==> config.mk <==
export PLATFORM = sky130hd
export DESIGN_NAME = sig_dump_emitter
export DESIGN_NICKNAME = d
export VERILOG_FILES = /design/src/rtl/sig_dump_pkg.sv /design/src/rtl/sig_dump_emitter.sv
export SDC_FILE = /design/constraint.sdc
export NUM_CORES = 1
export LEC_CHECK = 0
export BUFFER_PORTS_ARGS = -buffer_cell sky130_fd_sc_hd__buf_4
export CAP_MARGIN = 10
export CORE_AREA = 5 5 133 135
export DETAILED_ROUTE_END_ITERATION = 8
export DIE_AREA = 0 0 138 140
export GPL_TIMING_DRIVEN = 1
export HOLD_SLACK_MARGIN = 0.15
export PLACE_DENSITY = 0.74
export SLEW_MARGIN = 20
export SYNTH_ARGS = -nofsm -noshare
export SYNTH_HDL_FRONTEND = slang
export SYNTH_SLANG_ARGS = --single-unit
==> constraint.sdc <==
create_clock -name clk_i -period 3.6 [get_ports clk_i]
set_input_delay 0.54 -clock clk_i [delete_from_list [all_inputs] [get_ports clk_i]]
set_output_delay 0.54 -clock clk_i [all_outputs]
set_load 0.02 [all_outputs]
==> src/rtl/sig_dump_pkg.sv <==
// Shared types, default signature addresses and FSM states for the signature dump emitter.
package sig_dump_pkg;

  typedef logic [63:0] addr_t;
  typedef logic [63:0] data_t;
  typedef logic [7:0]  strb_t;

  localparam addr_t DEF_ADDR_STOP     = 64'h0;
  localparam addr_t DEF_ADDR_TRAP     = 64'h8;
  localparam addr_t DEF_ADDR_INT_DUMP = 64'h10;
  localparam addr_t DEF_ADDR_FP_DUMP  = 64'h18;

  localparam strb_t STRB_FULL = 8'hFF;

  typedef enum logic [3:0] {
    IDLE,
    INT_RD,
    INT_CAP,
    INT_WR,
    FP_RD,
    FP_CAP,
    FP_WR,
    STOP_WR,
    TRAP_WR,
    DONE
  } state_e;

endpackage

==> src/rtl/sig_dump_emitter.sv <==
// Signature-write initiator: dumps x1..xN then f0..fM to fixed addresses, then writes the stop
// signature; a trap request from IDLE emits a single trap-signature write instead.
module sig_dump_emitter
  import sig_dump_pkg::*;
#(
  parameter int    NR_INT_REGS   = 31,
  parameter int    NR_FP_REGS    = 32,
  parameter addr_t ADDR_STOP     = DEF_ADDR_STOP,
  parameter addr_t ADDR_TRAP     = DEF_ADDR_TRAP,
  parameter addr_t ADDR_INT_DUMP = DEF_ADDR_INT_DUMP,
  parameter addr_t ADDR_FP_DUMP  = DEF_ADDR_FP_DUMP
) (
  input  logic        clk_i,
  input  logic        rst_i,
  input  logic        start_i,
  input  logic        trap_i,
  input  data_t       trap_cause_i,
  output logic [4:0]  int_raddr_o,
  input  data_t       int_rdata_i,
  output logic [4:0]  fp_raddr_o,
  input  data_t       fp_rdata_i,
  output logic        mem_req_o,
  input  logic        mem_gnt_i,
  output addr_t       mem_addr_o,
  output data_t       mem_wdata_o,
  output strb_t       mem_strb_o,
  output logic        mem_we_o,
  output logic        busy_o,
  output logic        done_o
);

  localparam logic [5:0] INT_LAST = 6'(NR_INT_REGS - 1);
  localparam logic [5:0] FP_LAST  = (NR_FP_REGS > 0) ? 6'(NR_FP_REGS - 1) : 6'd0;

  state_e     state_reg, state_next;
  logic [5:0] idx_reg, idx_next;
  logic [4:0] int_raddr_reg, int_raddr_next;
  logic [4:0] fp_raddr_reg, fp_raddr_next;
  logic       req_reg, req_next;
  logic       busy_reg, busy_next;
  logic       done_reg, done_next;
  addr_t      addr_reg, addr_next;
  data_t      wdata_reg, wdata_next;

  logic       fp_phase;
  logic       handshake;
  logic [5:0] last_idx;

  // INT and FP dumps share one read/capture/write path; the phase bit picks source and address.
  assign fp_phase  = (state_reg == FP_RD) || (state_reg == FP_CAP) || (state_reg == FP_WR);
  assign handshake = req_reg & mem_gnt_i;
  assign last_idx  = fp_phase ? FP_LAST : INT_LAST;

  always_ff @(posedge clk_i) begin
    if (rst_i) begin
      state_reg     <= IDLE;
      idx_reg       <= '0;
      int_raddr_reg <= '0;
      fp_raddr_reg  <= '0;
      req_reg       <= 1'b0;
      busy_reg      <= 1'b0;
      done_reg      <= 1'b0;
      addr_reg      <= '0;
      wdata_reg     <= '0;
    end else begin
      state_reg     <= state_next;
      idx_reg       <= idx_next;
      int_raddr_reg <= int_raddr_next;
      fp_raddr_reg  <= fp_raddr_next;
      req_reg       <= req_next;
      busy_reg      <= busy_next;
      done_reg      <= done_next;
      addr_reg      <= addr_next;
      wdata_reg     <= wdata_next;
    end
  end

  always_comb begin
    state_next     = state_reg;
    idx_next       = idx_reg;
    int_raddr_next = int_raddr_reg;
    fp_raddr_next  = fp_raddr_reg;
    req_next       = req_reg;
    busy_next      = busy_reg;
    done_next      = done_reg;
    addr_next      = addr_reg;
    wdata_next     = wdata_reg;

    case (state_reg)
      IDLE: begin
        if (trap_i) begin
          state_next = TRAP_WR;
          addr_next  = ADDR_TRAP;
          wdata_next = trap_cause_i;
          busy_next  = 1'b1;
        end else if (start_i) begin
          state_next     = INT_RD;
          idx_next       = '0;
          int_raddr_next = 5'd1;
          busy_next      = 1'b1;
        end
      end

      // Read address was already presented on entry; the RF answers one cycle later.
      INT_RD, FP_RD: begin
        state_next = fp_phase ? FP_CAP : INT_CAP;
      end

      INT_CAP, FP_CAP: begin
        wdata_next = fp_phase ? fp_rdata_i : int_rdata_i;
        addr_next  = fp_phase ? ADDR_FP_DUMP : ADDR_INT_DUMP;
        req_next   = 1'b1;
        state_next = fp_phase ? FP_WR : INT_WR;
      end

      INT_WR, FP_WR: begin
        if (handshake) begin
          req_next = 1'b0;
          if (idx_reg >= last_idx) begin
            idx_next = '0;
            if (!fp_phase && (NR_FP_REGS > 0)) begin
              state_next    = FP_RD;
              fp_raddr_next = 5'd0;
            end else begin
              state_next = STOP_WR;
            end
          end else begin
            idx_next = idx_reg + 6'd1;
            if (fp_phase) begin
              state_next    = FP_RD;
              fp_raddr_next = 5'(idx_reg + 6'd1);
            end else begin
              state_next     = INT_RD;
              int_raddr_next = 5'(idx_reg + 6'd2);
            end
          end
        end
      end

      // Request rises the cycle after entry so the previous write's address never lingers with req.
      STOP_WR: begin
        addr_next  = ADDR_STOP;
        wdata_next = '0;
        if (handshake) begin
          req_next   = 1'b0;
          state_next = DONE;
          done_next  = 1'b1;
          busy_next  = 1'b0;
        end else begin
          req_next = 1'b1;
        end
      end

      TRAP_WR: begin
        if (handshake) begin
          req_next   = 1'b0;
          state_next = IDLE;
          busy_next  = 1'b0;
        end else begin
          req_next = 1'b1;
        end
      end

      DONE: begin
        req_next = 1'b0;
      end

      default: begin
        state_next = IDLE;
      end
    endcase
  end

  assign int_raddr_o = int_raddr_reg;
  assign fp_raddr_o  = fp_raddr_reg;
  assign mem_req_o   = req_reg;
  assign mem_we_o    = req_reg;
  assign mem_strb_o  = req_reg ? STRB_FULL : '0;
  assign mem_addr_o  = addr_reg;
  assign mem_wdata_o = wdata_reg;
  assign busy_o      = busy_reg;
  assign done_o      = done_reg;

endmodule

**Word-level counts from Yosys, hierarchy flattened**

Cells that the tools add are included.

- Flip-flop bits (word level): 151
- Logic and storage cells: 93

- Add/subtract/negate cells: 2
- Magnitude comparators: 1
- Eq/ne operators: 20
- Mux-type cells: 39
- Bitwise gates (word level): 2
- Reduce and logical (&&, ||, !) cells: 20

Operators with widths:

| kind | number |
|---|---|
| case mux 64 bit (3 select lines) | 2 |
| 2-to-1 mux 64 bit | 3 |
| 2-to-1 mux 5 bit | 8 |
| 2-to-1 mux 4 bit | 7 |
| case mux 4 bit (7 select lines) | 1 |
| 2-to-1 mux 6 bit | 4 |
| != test 2 bit (second input constant) | 9 |
| equality test 4 x 3 -> 1 bit (second input constant) | 4 |
| case mux 6 bit (2 select lines) | 1 |
| case mux 5 bit (2 select lines) | 1 |
| 2-to-1 mux 3 bit | 3 |
| equality test 4 x 2 -> 1 bit (second input constant) | 2 |
| equality test 4 bit (second input constant) | 2 |
| 2-to-1 mux 8 bit | 1 |
| AND reduction 4 bit | 2 |
| OR reduction 2 bit | 4 |
| adder 6 x 1 -> 6 bit (second input constant) | 1 |
| >= comparator 6 x 5 -> 1 bit | 1 |
| AND reduction 2 bit | 3 |
| AND reduction 6 bit | 1 |
| nonzero test 2 bit | 3 |
| adder 5 x 2 -> 5 bit (second input constant) | 1 |
| 2-to-1 mux 1 bit | 5 |
| AND reduction 5 bit | 1 |
| other kinds (13) | 14 |

**Longest topological paths before layout**

Gate-level depths: netlist (run 1).

- Depth in word-level cells: 8
- Depth in mapped cells: 13

**Worst setup path after synthesis (run 1)**

Ideal clock, no wire load.

- Kind: reg-to-reg
- From: register state_reg[1]
- To: register fp_raddr_reg[3] (netlist: fp_raddr_o[3])
- Library setup time: 0.070 ns
- Data arrival time: 2.843 ns
- Slack: 0.686 ns
- Cell stages (with the launch flop): 13
- Buffers on the path: 2
- Clock period less this slack: 2.914 ns
- Path through: dfxtp_1 > buf_2 > clkbuf_1 > nand2_1 > and3_1 > ha_1 > nand2b_1 > a31oi_4 > inv_1 > ha_1 > nand4_1 > or3_1 > a21oi_1

- Longest elaborated chain between the ends: 7

RTL lines:

| what | RTL line | RTL |
|---|---|---|
| start: declaration | sig_dump_emitter.sv:35 | `state_e state_reg, state_next;` |
| start signal: assignment | sig_dump_emitter.sv:66 | `state_reg <= state_next;` |
| equality test 4 x 3 -> 1 bit | sig_dump_emitter.sv:50 | `assign fp_phase = (state_reg == FP_RD) \|\| (state_reg == FP_CAP) \|\| (state_reg == FP_WR);` |
| logical OR 1 bit (2 in series) | sig_dump_emitter.sv:50 |  |
| 2-to-1 mux 1 bit | sig_dump_emitter.sv:52 | `assign last_idx = fp_phase ? FP_LAST : INT_LAST;` |
| >= comparator 6 x 5 -> 1 bit | sig_dump_emitter.sv:119 | `if (idx_reg >= last_idx) begin` |
| != test 2 bit (no source line) / nonzero test 2 bit (equally long branches) | -- |  |
| AND reduction 4 bit (no source line) | -- |  |
| end signal: assignment | sig_dump_emitter.sv:69 | `fp_raddr_reg <= fp_raddr_next;` |
| end: declaration | sig_dump_emitter.sv:38 | `logic [4:0] fp_raddr_reg, fp_raddr_next;` |

Parallel ways exist; a longest one is shown, timed or not.
A chain may end at the register's enable or synchronous reset.

**Final worst setup path (run 1)**

Same ends and word-level chain as after synthesis.

==> results of run 1 <==
[cell usage after synthesis (2+ instances only)]
cell | count | area [sq um]
dfxtp_1 | 89 | 1782
a21oi_1 | 80 | 400.4
buf_4 | 72 | 540.5
a211oi_1 | 66 | 495.5
a222oi_1 | 64 | 640.6
clkbuf_1 | 31 | 116.4
buf_2 | 24 | 120.1
nand2_1 | 17 | 63.81
o21ai_0 | 9 | 45.04
nor2_1 | 8 | 30.03
nand3_1 | 7 | 35.03
nor2b_1 | 7 | 43.79
nor3_1 | 7 | 35.03
nand2b_1 | 6 | 37.54
ha_1 | 5 | 62.56
inv_1 | 5 | 18.77
or3_1 | 5 | 31.28
mux2i_1 | 4 | 40.04
nand4_1 | 4 | 25.02
nor4_1 | 4 | 25.02
buf_1 | 3 | 11.26
mux2_4 | 3 | 45.04
xnor2_1 | 3 | 26.28
xor2_1 | 3 | 26.28
a21o_1 | 2 | 15.01
and2_1 | 2 | 12.51
and3_1 | 2 | 12.51
clkinv_1 | 2 | 7.510
o211ai_1 | 2 | 15.01
o22ai_1 | 2 | 12.51
o32ai_1 | 2 | 17.52
or2_2 | 2 | 12.51
[cells by family (layout without fill, tap and decap cells)]
kind of cell	after synthesis	in the layout	share of synthesized area (%)
flip-flops	89	89	35.21
multiplexers	7	7	1.681
buffers and inverters	138	319	16.32
XOR/XNOR	6	6	1.039
adder cells (fa/ha/maj)	5	5	1.236
AO/OA/AOI/OAI	242	242	35.90
AND/OR/NAND/NOR	78	78	8.531
other	1	62	0.07411
[placed cells by master, fill, tap and decap left out, types with 3 or more instances in the layout]
master       n
clkbuf_16    9
nand4_1      4
o21ai_0      9
nand2_1     17
nor2_1       8
xnor2_1      3
ha_1         5
nor4_1       4
dfxtp_1     89
conb_1      62
xor2_1       3
nand2b_1     6
a222oi_1    64
a21oi_1     80
inv_1        5
or3_1        5
mux2_4       3
mux2i_1      4
nand3_1      7
nor3_1       7
a211oi_1    66
nor2b_1      7
buf_4      294
[stage by stage]
step | std cells | util [%] | setup WS, ns
after floorplan | 627 | - | 0.6863
final | 1028 | 45.03 | 0.6920
after global routing | 1028 | 45.03 | 0.4122
after detailed placement | 1012 | 43.05 | 0.7379
after global placement | 1012 | 43.01 | 0.8215
after CTS | 1028 | 45.03 | 0.7115
[worst max-delay path: cells and delay by family, from the launching register on]
family,cells,cell delay [ns]
compound gates,2,0.43
buf+inv,1,0.19
flops,1,0.36
fa+ha+maj,2,0.66
simple gates,5,1.19
[routing by layer]
metal	GRT usage, %	wire length (um)	vias up
li1	-	-	2583
met1	21.22	7231	2523
met2	28.85	9024	282
met3	6.067	1701	28
met4	6.032	410	0
met5	0	0	-
[final cells by class]
type | count | area (sq um) | share of cell area (%)
Inverter | 7 | 26.28 | 0.3570
Clock buffer | 12 | 246.5 | 3.349
Timing Repair Buffer | 296 | 2247 | 30.53
Multi-Input combinational cell | 400 | 2708 | 36.78
Sequential cell | 89 | 1782 | 24.21
Clock inverter | 4 | 76.32 | 1.037
Tap cell | 220 | 275.3 | 3.740
[worst paths after layout]
| check | to | slack, ns | depth (start not counted) |
|---|---|---|---|
| min reg2reg | fp_raddr_o[0] | 0.46 | 2 |
| max | fp_raddr_o[3] | 0.69 | 10 |
| max reg2reg | fp_raddr_o[3] | 0.69 | 10 |
| min | fp_raddr_o[0] | 0.46 | 2 |
[power by group through the flow]
| stage | clock [W] | combinational [W] | sequential, W |
|---|---|---|---|
| floorplan | 0 | 0.00153 | 0.00189 |
| global placement | 0 | 0.00290 | 0.00151 |
| detailed placement | 0 | 0.00292 | 0.00152 |
| CTS | 0.00105 | 0.00292 | 0.00151 |
| global route | 0.00110 | 0.00313 | 0.00154 |
| finish | 0.00102 | 0.00289 | 0.00151 |
==> qor.csv, run 1 <==
stage,metric,value,unit
floorplan,Die ar.,19320,sq um
clock_tree,clock sinks,89,
yosys,"Seq/Total Area, Yosys",35.21,%
timing,min Tclk post-route,2.908,ns
timing,pins over their slew limit,0,
pwr,Sw Share,42.07,%
clock_tree,H-tree depth,3,
layout,Area Growth Syn to Fin,45.47,%
route,Initial DRC Count,577,
setup_path,"Top cell by count, worst path",ha_1,
placement,Buffers on Ports,284,
floorplan,# rows,47,
setup_path,crit path from,state_reg[1],
layout,Total Nets Final,1005,
global_routing,initial antenna violation count,0,
placement,Post-DP HPWL,13450,um
layout,share of layout cells above drive strength 1,40.47,%
clock_tree,cts hold-fix bufs,0,
pwr,Logic pwr share,53.4,%
clock_tree,Worst-path clk slew,0.07,ns
yosys,number of flops mapped to enable cells by yosys,0,
setup_path,startpoint types,flop,
layout,n_diodes,0,
setup_path,WP data arrival,3.17,ns
global_routing,vias in the first global route,5159,
yosys,Mean Syn Cell Area,8.940,sq um
setup_path,maximum fanout along the worst path,9,
clock_tree,post_cts resized,0,
floorplan,Core Area,16350,sq um
min_path,Hold Startpoint,fp_raddr_o[0],
timing,Fin. Hold Viols,0,
setup_path,Worst path slowest cell,or3_1,
clock_tree,Root Driver,clkbuf_16,
setup_path,WS Path Type,flop to flop,
setup_path,crit-path max cell delay,0.44,ns
route,routed vias,5416,
global_routing,grt ovf,0,
route,Antenna Nets Post-Route,0,
setup_path,CP required,3.87,ns
layout,Fill cells,1616,
clock_tree,clock buffer count from CTS,9,
pwr,sw power,0.002279,W
pwr,Int Pwr,0.003138,W
pwr,overall power,0.005417,W
pwr,clock network fraction of total power,18.8,%
setup_path,Critical Path End Type,flop,
pwr,"IR drop worst, VDD",0.4303,mV
setup_path,cell chain of the critical path,nand2_1 -> and3_1 -> ha_1 -> nand2b_1 -> a31oi_4 -> inv_1 -> ha_1 -> nand4_1 -> or3_1 -> a21oi_1,
yosys,Post-synth ARST share,0,%
placement,RePlAce Congestion,0.8622,
timing,Worst-Margin Slew,0.8135,ns
floorplan,DIE HEIGHT,140,um
placement,Placed Instance Area,7038,sq um
run_status,status,finished clean,
pwr,Cell Pwr Density,735.9,nW/um^2
route,DRC violations left,0,
clock_tree,Post-CTS Setup Repair Bufs,0,
layout,max reg flops,64,
clock_tree,CTS tree,yes,
yosys,"Top FF cell, synth",dfxtp_1,
floorplan,Initial Util,30.95,%
clock_tree,insertion delay to the later sink of the worst-skew pair,0.34,ns
yosys,mapped cell area,5060,sq um
floorplan,Die W,138,um
timing,Slew HR,45.76,%
yosys,Mapped Cells,566,
timing,unrepaired setup endpoints after global routing,false,
yosys,Synth cell types,56,
global_routing,first-pass GRT wire length,27720,um
global_routing,pin count of the biggest net entering global routing,69,
timing,Setup Skew,0.007770,ns
floorplan,I/O pin total,347,
clock_tree,Max clock buf depth,2,
timing,Final setup viols,0,
flow_run,Max-cap violations,0,
timing,Hold Slack,0.4590,ns
route,vias per std cell,5.268,
global_routing,all-layer global routing usage,17.46,%
yosys,Yosys warning total,0,
route,total wire length,18370,um
pwr,Leak,3.173,nW
route,Avg WL per Cell,17.87,um
layout,fin area,7361,sq um
timing,fmax,0.3439,GHz
route,first-pass iteration count of the detailed router,6,
timing,setup tns final,0,ns
timing,fin crit share,80.78,%
min_path,Worst Hold Class,flop to flop,
yosys,"FF+latch count, synth",89,
setup_path,RR Startpoint,state_reg[1],
pwr,sequential fraction of design power,27.8,%
Power figures use the tool's default switching activity.
==> run 2, diff against run 1 <==
--- a/config.mk
+++ b/config.mk
@@ -5,14 +5,15 @@
 export SDC_FILE = /design/constraint.sdc
 export NUM_CORES = 1
 export LEC_CHECK = 0
+export ABC_AREA = 1
 export BUFFER_PORTS_ARGS = -buffer_cell sky130_fd_sc_hd__buf_4
 export CAP_MARGIN = 10
-export CORE_AREA = 5 5 133 135
+export CORE_AREA = 5 5 130 132
 export DETAILED_ROUTE_END_ITERATION = 8
-export DIE_AREA = 0 0 138 140
+export DIE_AREA = 0 0 135 137
 export GPL_TIMING_DRIVEN = 1
 export HOLD_SLACK_MARGIN = 0.15
-export PLACE_DENSITY = 0.74
+export PLACE_DENSITY = 0.79
 export SLEW_MARGIN = 20
 export SYNTH_ARGS = -nofsm -noshare
 export SYNTH_HDL_FRONTEND = slang
==> constraint.sdc (replaced) <==
create_clock -name clk_i -period 2.77 [get_ports clk_i]
set_input_delay 0.4155 -clock clk_i [delete_from_list [all_inputs] [get_ports clk_i]]
set_output_delay 0.4155 -clock clk_i [all_outputs]
set_load 0.02 [all_outputs]
==> qor.csv, run 2 <==
stage,metric,value,unit
run_status,status,finished clean,
placement,Buffers on Ports,284,
timing,setup tns final,0,ns
global_routing,initial antenna violation count,0,
floorplan,Die ar.,18500,sq um
route,Initial DRC Count,294,
route,vias per std cell,4.873,
yosys,Yosys warning total,0,
layout,Total Nets Final,1256,
timing,fin crit share,87.43,%
yosys,top-count cell post-synth,nand3_1,
clock_tree,cts hold-fix bufs,0,
floorplan,# rows,46,
placement,RePlAce Congestion,0.8798,
yosys,Synth cell types,33,
clock_tree,Worst-path clk slew,0.07,ns
setup_path,Worst path slowest cell,dfxtp_1,
setup_path,startpoint types,flop,
yosys,number of flops mapped to enable cells by yosys,0,
setup_path,maximum fanout along the worst path,9,
global_routing,vias in the first global route,5802,
timing,Setup Skew,0.007053,ns
global_routing,M1 GR Usage,23.30,%
clock_tree,Root Driver,clkbuf_16,
clock_tree,H-tree depth,3,
layout,max reg flops,64,
yosys,"area leader, netlist",dfxtp_1,
layout,"most common cell after layout, fill and taps aside",buf_4,
floorplan,DIE HEIGHT,137,um
floorplan,Die W,135,um
pwr,Cell Pwr Density,1015,nW/um^2
global_routing,gr busiest metal,met2,
yosys,"Top FF cell, synth",dfxtp_1,
route,Avg WL per Cell,15.15,um
timing,fmax,0.4129,GHz
setup_path,Critical Path End Type,flop,
route,Antenna Nets Post-Route,0,
route,routed vias,6213,
clock_tree,post_cts resized,0,
setup_path,WS Path Type,flop to flop,
timing,Final setup viols,0,
yosys,top cell type's share of synthesized area,32.68,%
clock_tree,insertion delay to the later sink of the worst-skew pair,0.34,ns
floorplan,Initial Util,34.96,%
yosys,Mapped Cells,812,
route,total wire length,19310,um
setup_path,cell chain of the critical path,inv_1 -> nand2_1 -> nor2_1 -> ha_1 -> inv_1 -> nand2_1 -> nand2_1 -> o21bai_2 -> ha_1 -> nand2_1 -> nor2_2 -> o21ai_0 -> a21oi_1,
yosys,Area contributors post-synth,"dfxtp_1 33%, nand3_1 15%, buf_4 10%, a21oi_1 8.8%, nand2_1 7.9%",
yosys,Mean Syn Cell Area,6.715,sq um
global_routing,all-layer global routing usage,19.45,%
pwr,"IR drop worst, VDD",0.4680,mV
layout,area of the multi-input gates,2985,sq um
layout,register area,1782,sq um
route,first-pass iteration count of the detailed router,5,
layout,share of layout cells above drive strength 1,32.48,%
layout,Area Growth Syn to Fin,41.65,%
layout,Non-Filler Instances,1275,
timing,unrepaired setup endpoints after global routing,false,
setup_path,"Top cell by count, worst path",nand2_1,
setup_path,CP bufs+invs,2,
global_routing,met2 GRT Util,33.88,%
timing,Fin. Hold Viols,0,
timing,Slew HR,58.59,%
global_routing,pin count of the biggest net entering global routing,51,
floorplan,Core Area,15600,sq um
pwr,overall power,0.007840,W
floorplan,I/O pin total,347,
layout,most frequent cells in the layout,"296 x buf_4, 167 x nand3_1, 115 x nand2_1, 96 x a21oi_1, 89 x dfxtp_1",
placement,Post-DP HPWL,14610,um
clock_tree,clock buffer count from CTS,9,
yosys,"FF+latch count, synth",89,
pwr,Leak,3.810,nW
layout,n_diodes,0,
clock_tree,clock sinks,89,
yosys,"top cells by count, synth","167 x nand3_1, 115 x nand2_1, 96 x a21oi_1, 89 x dfxtp_1, 79 x nor2_1",
clock_tree,Post-CTS Setup Repair Bufs,0,
global_routing,grt ovf,0,
global_routing,met3 usage,4.743,%
setup_path,WP data arrival,2.65,ns
setup_path,critical path's top delay family,adder cells,
route,DRC violations left,0,
timing,min Tclk post-route,2.422,ns
layout,Fill cells,1569,
global_routing,first-pass GRT wire length,28890,um
placement,dpl cells,1259,
timing,pins over their slew limit,0,
min_path,Worst Hold Class,input pin to flop,
setup_path,crit-path max cell delay,0.50,ns
yosys,mapped cell area,5453,sq um
clock_tree,CTS tree,yes,
flow_run,Max-cap violations,0,
clock_tree,Max clock buf depth,2,
timing,Worst-Margin Slew,0.6202,ns
yosys,"Seq/Total Area, Yosys",32.68,%
yosys,Post-synth ARST share,0,%
setup_path,CP required,3.00,ns
-- run 2: worst paths after layout --
| kind | startpoint | end | slack [ns] | cells after the start |
|---|---|---|---|---|
| max | state_reg[3] | fp_raddr_o[3] | 0.35 | 13 |
| min reg2reg | fp_raddr_o[1] | fp_raddr_o[1] | 0.48 | 2 |
| min | trap_cause_i[6] | mem_wdata_o[6] | 0.33 | 3 |
| max reg2reg | state_reg[3] | fp_raddr_o[3] | 0.35 | 13 |
-- run 2: layout make-up --
type                            count  share of cell area (%)
Sequential cell                    89                   23.07
Tap cell                          216                   3.499
Clock inverter                      7                   1.312
Multi-Input combinational cell    630                   38.65
Timing Repair Buffer              298                   29.29
Inverter                           26                   1.264
Clock buffer                        9                   2.916
-- run 2: worst min-delay path, cell delays in order --
cell and delay (ns):
buf_4 0.07, a21oi_1 0.05, a21oi_1 0.10
-- run 2: where the power goes --
part	leakage [nW]	switching [W]	internal, W
clock	0.153	0.000551	0.000799
sequential	0.735	0.000325	0.00183
combinational	2.92	0.00276	0.00157
-- run 2: cell families after synthesis --
logic type,after synthesis,synth area share [%]
simple gates,381,31.73
compound gates,180,17.05
buf+inv,154,17.00
flops,89,32.68
fa+ha+maj,5,1.147
xor+xnor,2,0.3213
other cells,1,0.06877
-- run 2: per-layer routing --
layer	vias to the layer above	wire length [um]
li1	3094	-
met5	-	0
met2	268	9660
met4	0	395
met1	2824	7556
met3	27	1700
-- run 2: metrics by stage --
step | hold slack, ns | instance area [sq um] | util, % | setup WS, ns
after floorplan | 0.4711 | 5682 | - | 0.6494
after global placement | 0.4653 | 7397 | 47.43 | 0.4689
after detailed placement | 0.4671 | 7397 | 47.43 | 0.3835
after CTS | 0.3134 | 7724 | 49.52 | 0.3661
after global routing | 0.3268 | 7724 | 49.52 | 0.1159
final | 0.3319 | 7724 | 49.52 | 0.3482
==> run 3, diff against run 2 <==
--- a/config.mk
+++ b/config.mk
@@ -8,12 +8,13 @@
 export ABC_AREA = 1
 export BUFFER_PORTS_ARGS = -buffer_cell sky130_fd_sc_hd__buf_4
 export CAP_MARGIN = 10
-export CORE_AREA = 5 5 130 132
+export CORE_ASPECT_RATIO = 0.75
+export CORE_MARGIN = 5
+export CORE_UTILIZATION = 25
 export DETAILED_ROUTE_END_ITERATION = 8
-export DIE_AREA = 0 0 135 137
 export GPL_TIMING_DRIVEN = 1
 export HOLD_SLACK_MARGIN = 0.15
-export PLACE_DENSITY = 0.79
+export PLACE_DENSITY = 0.63
 export SLEW_MARGIN = 20
 export SYNTH_ARGS = -nofsm -noshare
 export SYNTH_HDL_FRONTEND = slang
==> qor.csv, run 3 (same netlist as run 2, synthesis figures left out) <==
stage,metric,value,unit
run_status,status,finished clean,
setup_path,WS Path Type,flop to flop,
global_routing,gr busiest metal,met2,
timing,unrepaired setup endpoints after global routing,false,
route,vias per std cell,4.552,
floorplan,Core Area,21300,sq um
clock_tree,Post-CTS Setup Repair Bufs,0,
clock_tree,H-tree depth,3,
floorplan,# rows,46,
clock_tree,Root Driver,clkbuf_16,
floorplan,Die W,180.5,um
setup_path,WP data arrival,2.60,ns
setup_path,CP required,3.00,ns
timing,Fin. Hold Viols,0,
route,Antenna Nets Post-Route,0,
clock_tree,Worst-path clk slew,0.07,ns
timing,setup tns final,0,ns
timing,Final setup viols,0,
floorplan,Initial Util,25.61,%
global_routing,first-pass GRT wire length,32240,um
global_routing,M1 GR Usage,20.10,%
timing,Worst-Margin Slew,0.6427,ns
layout,"most common cell after layout, fill and taps aside",buf_4,
global_routing,vias in the first global route,6096,
timing,fmax,0.4211,GHz
layout,Total Nets Final,1255,
placement,Post-DP HPWL,15890,um
layout,most frequent cells in the layout,"294 x buf_4, 167 x nand3_1, 115 x nand2_1, 96 x a21oi_1, 89 x dfxtp_1",
clock_tree,CTS tree,yes,
setup_path,startpoint types,flop,
route,Initial DRC Count,198,
pwr,Leak,3.799,nW
setup_path,Critical Path End Type,flop,
pwr,overall power,0.007856,W
global_routing,grt ovf,0,
timing,min Tclk post-route,2.375,ns
global_routing,initial antenna violation count,0,
route,Avg WL per Cell,15.90,um
layout,Area Growth Syn to Fin,42.79,%
route,total wire length,21380,um
clock_tree,insertion delay to the later sink of the worst-skew pair,0.34,ns
layout,Layout Utilization,36.56,%
placement,RePlAce Congestion,0.8392,
layout,Fill cells,2315,
global_routing,met3 usage,5.480,%
timing,Slew HR,57.15,%
pwr,Cell Pwr Density,1009,nW/um^2
route,DRC violations left,0,
floorplan,DIE HEIGHT,137.9,um
timing,fin crit share,85.74,%
clock_tree,clock sinks,89,
clock_tree,cts hold-fix bufs,0,
floorplan,I/O pin total,347,
route,first-pass iteration count of the detailed router,4,
timing,pins over their slew limit,0,
clock_tree,post_cts resized,0,
flow_run,Max-cap violations,0,
floorplan,Die ar.,24900,sq um
clock_tree,clock buffer count from CTS,9,
global_routing,pin count of the biggest net entering global routing,48,
timing,Setup Skew,0.008513,ns
min_path,Worst Hold Class,input pin to flop,
layout,share of layout cells above drive strength 1,32.26,%
placement,Buffers on Ports,284,
clock_tree,Max clock buf depth,2,
layout,max reg flops,64,
setup_path,maximum fanout along the worst path,9,
layout,Non-Filler Instances,1345,
layout,n_diodes,0,
placement,dpl cells,1330,
pwr,"IR drop worst, VDD",0.3903,mV
global_routing,met2 GRT Util,27.37,%
global_routing,all-layer global routing usage,16.24,%
route,routed vias,6123,
==> run 3: cell types whose count changed in the layout (fill, tap and decap cells not counted) <==
cell,previous run,this run
clkinv_2,0,1
clkbuf_1,0,1
clkinvlp_4,2,1
buf_4,296,294
clkbuf_8,0,1
buf_12,2,3
inv_6,2,1
bufinv_16,2,1
clkinv_4,1,0
==> run 3: final cells by class <==
| class | count | area, sq um | share of cell area [%] |
|---|---|---|---|
| clock inverters | 4 | 51.30 | 0.6588 |
| clock buffers | 11 | 242.7 | 3.117 |
| inverters | 26 | 97.59 | 1.253 |
| well taps | 288 | 360.3 | 4.628 |
| multi-input cells | 630 | 2985 | 38.34 |
| flip-flops and latches | 89 | 1782 | 22.88 |
| repair buffers | 297 | 2267 | 29.12 |
==> run 3: power breakdown <==
| part | switching (W) | internal [W] |
|---|---|---|
| registers | 0.000334 | 0.00183 |
| logic | 0.00286 | 0.00158 |
| clock network | 0.000528 | 0.000722 |
| total | 0.00372 | 0.00414 |
==> run 3: through the flow <==
stage / hold slack (ns) / cell area [sq um] / setup slack, ns
floorplan: 0.4711 / 5682 / 0.6494
global placement: 0.4670 / 7492 / 0.4336
CTS: 0.3176 / 7786 / 0.4002
finish: 0.3356 / 7786 / 0.3951
detailed placement: 0.4716 / 7492 / 0.4016
global route: 0.3309 / 7786 / 0.08625
==> run 3: path summary, 6_finish.rpt <==
path / from / end / slack [ns] / cells after the start
worst min-delay path: trap_cause_i[59] / mem_wdata_o[59] / 0.34 / 3
worst max-delay path: state_reg[3] / fp_raddr_o[3] / 0.40 / 13
worst max register to register: state_reg[3] / fp_raddr_o[3] / 0.40 / 13
worst min register to register: int_raddr_o[3] / int_raddr_o[3] / 0.48 / 2
==> run 3: metal layers <==
layer	share of wire [%]	routed length, um
met1	44	9378
met5	0	0
met2	47	10020
met4	1.5	317
met3	7.8	1672
==> run 3: critical path, stage by stage (launching register included) <==
cell      delay, ns
dfxtp_1        0.49
inv_1          0.09
nand2_1        0.10
nor2_1         0.08
ha_1           0.27
inv_1          0.03
nand2_1        0.05
nand2_1        0.06
o21bai_2       0.31
ha_1           0.31
nand2_1        0.16
nor2_2         0.09
o21ai_0        0.16
a21oi_1        0.05
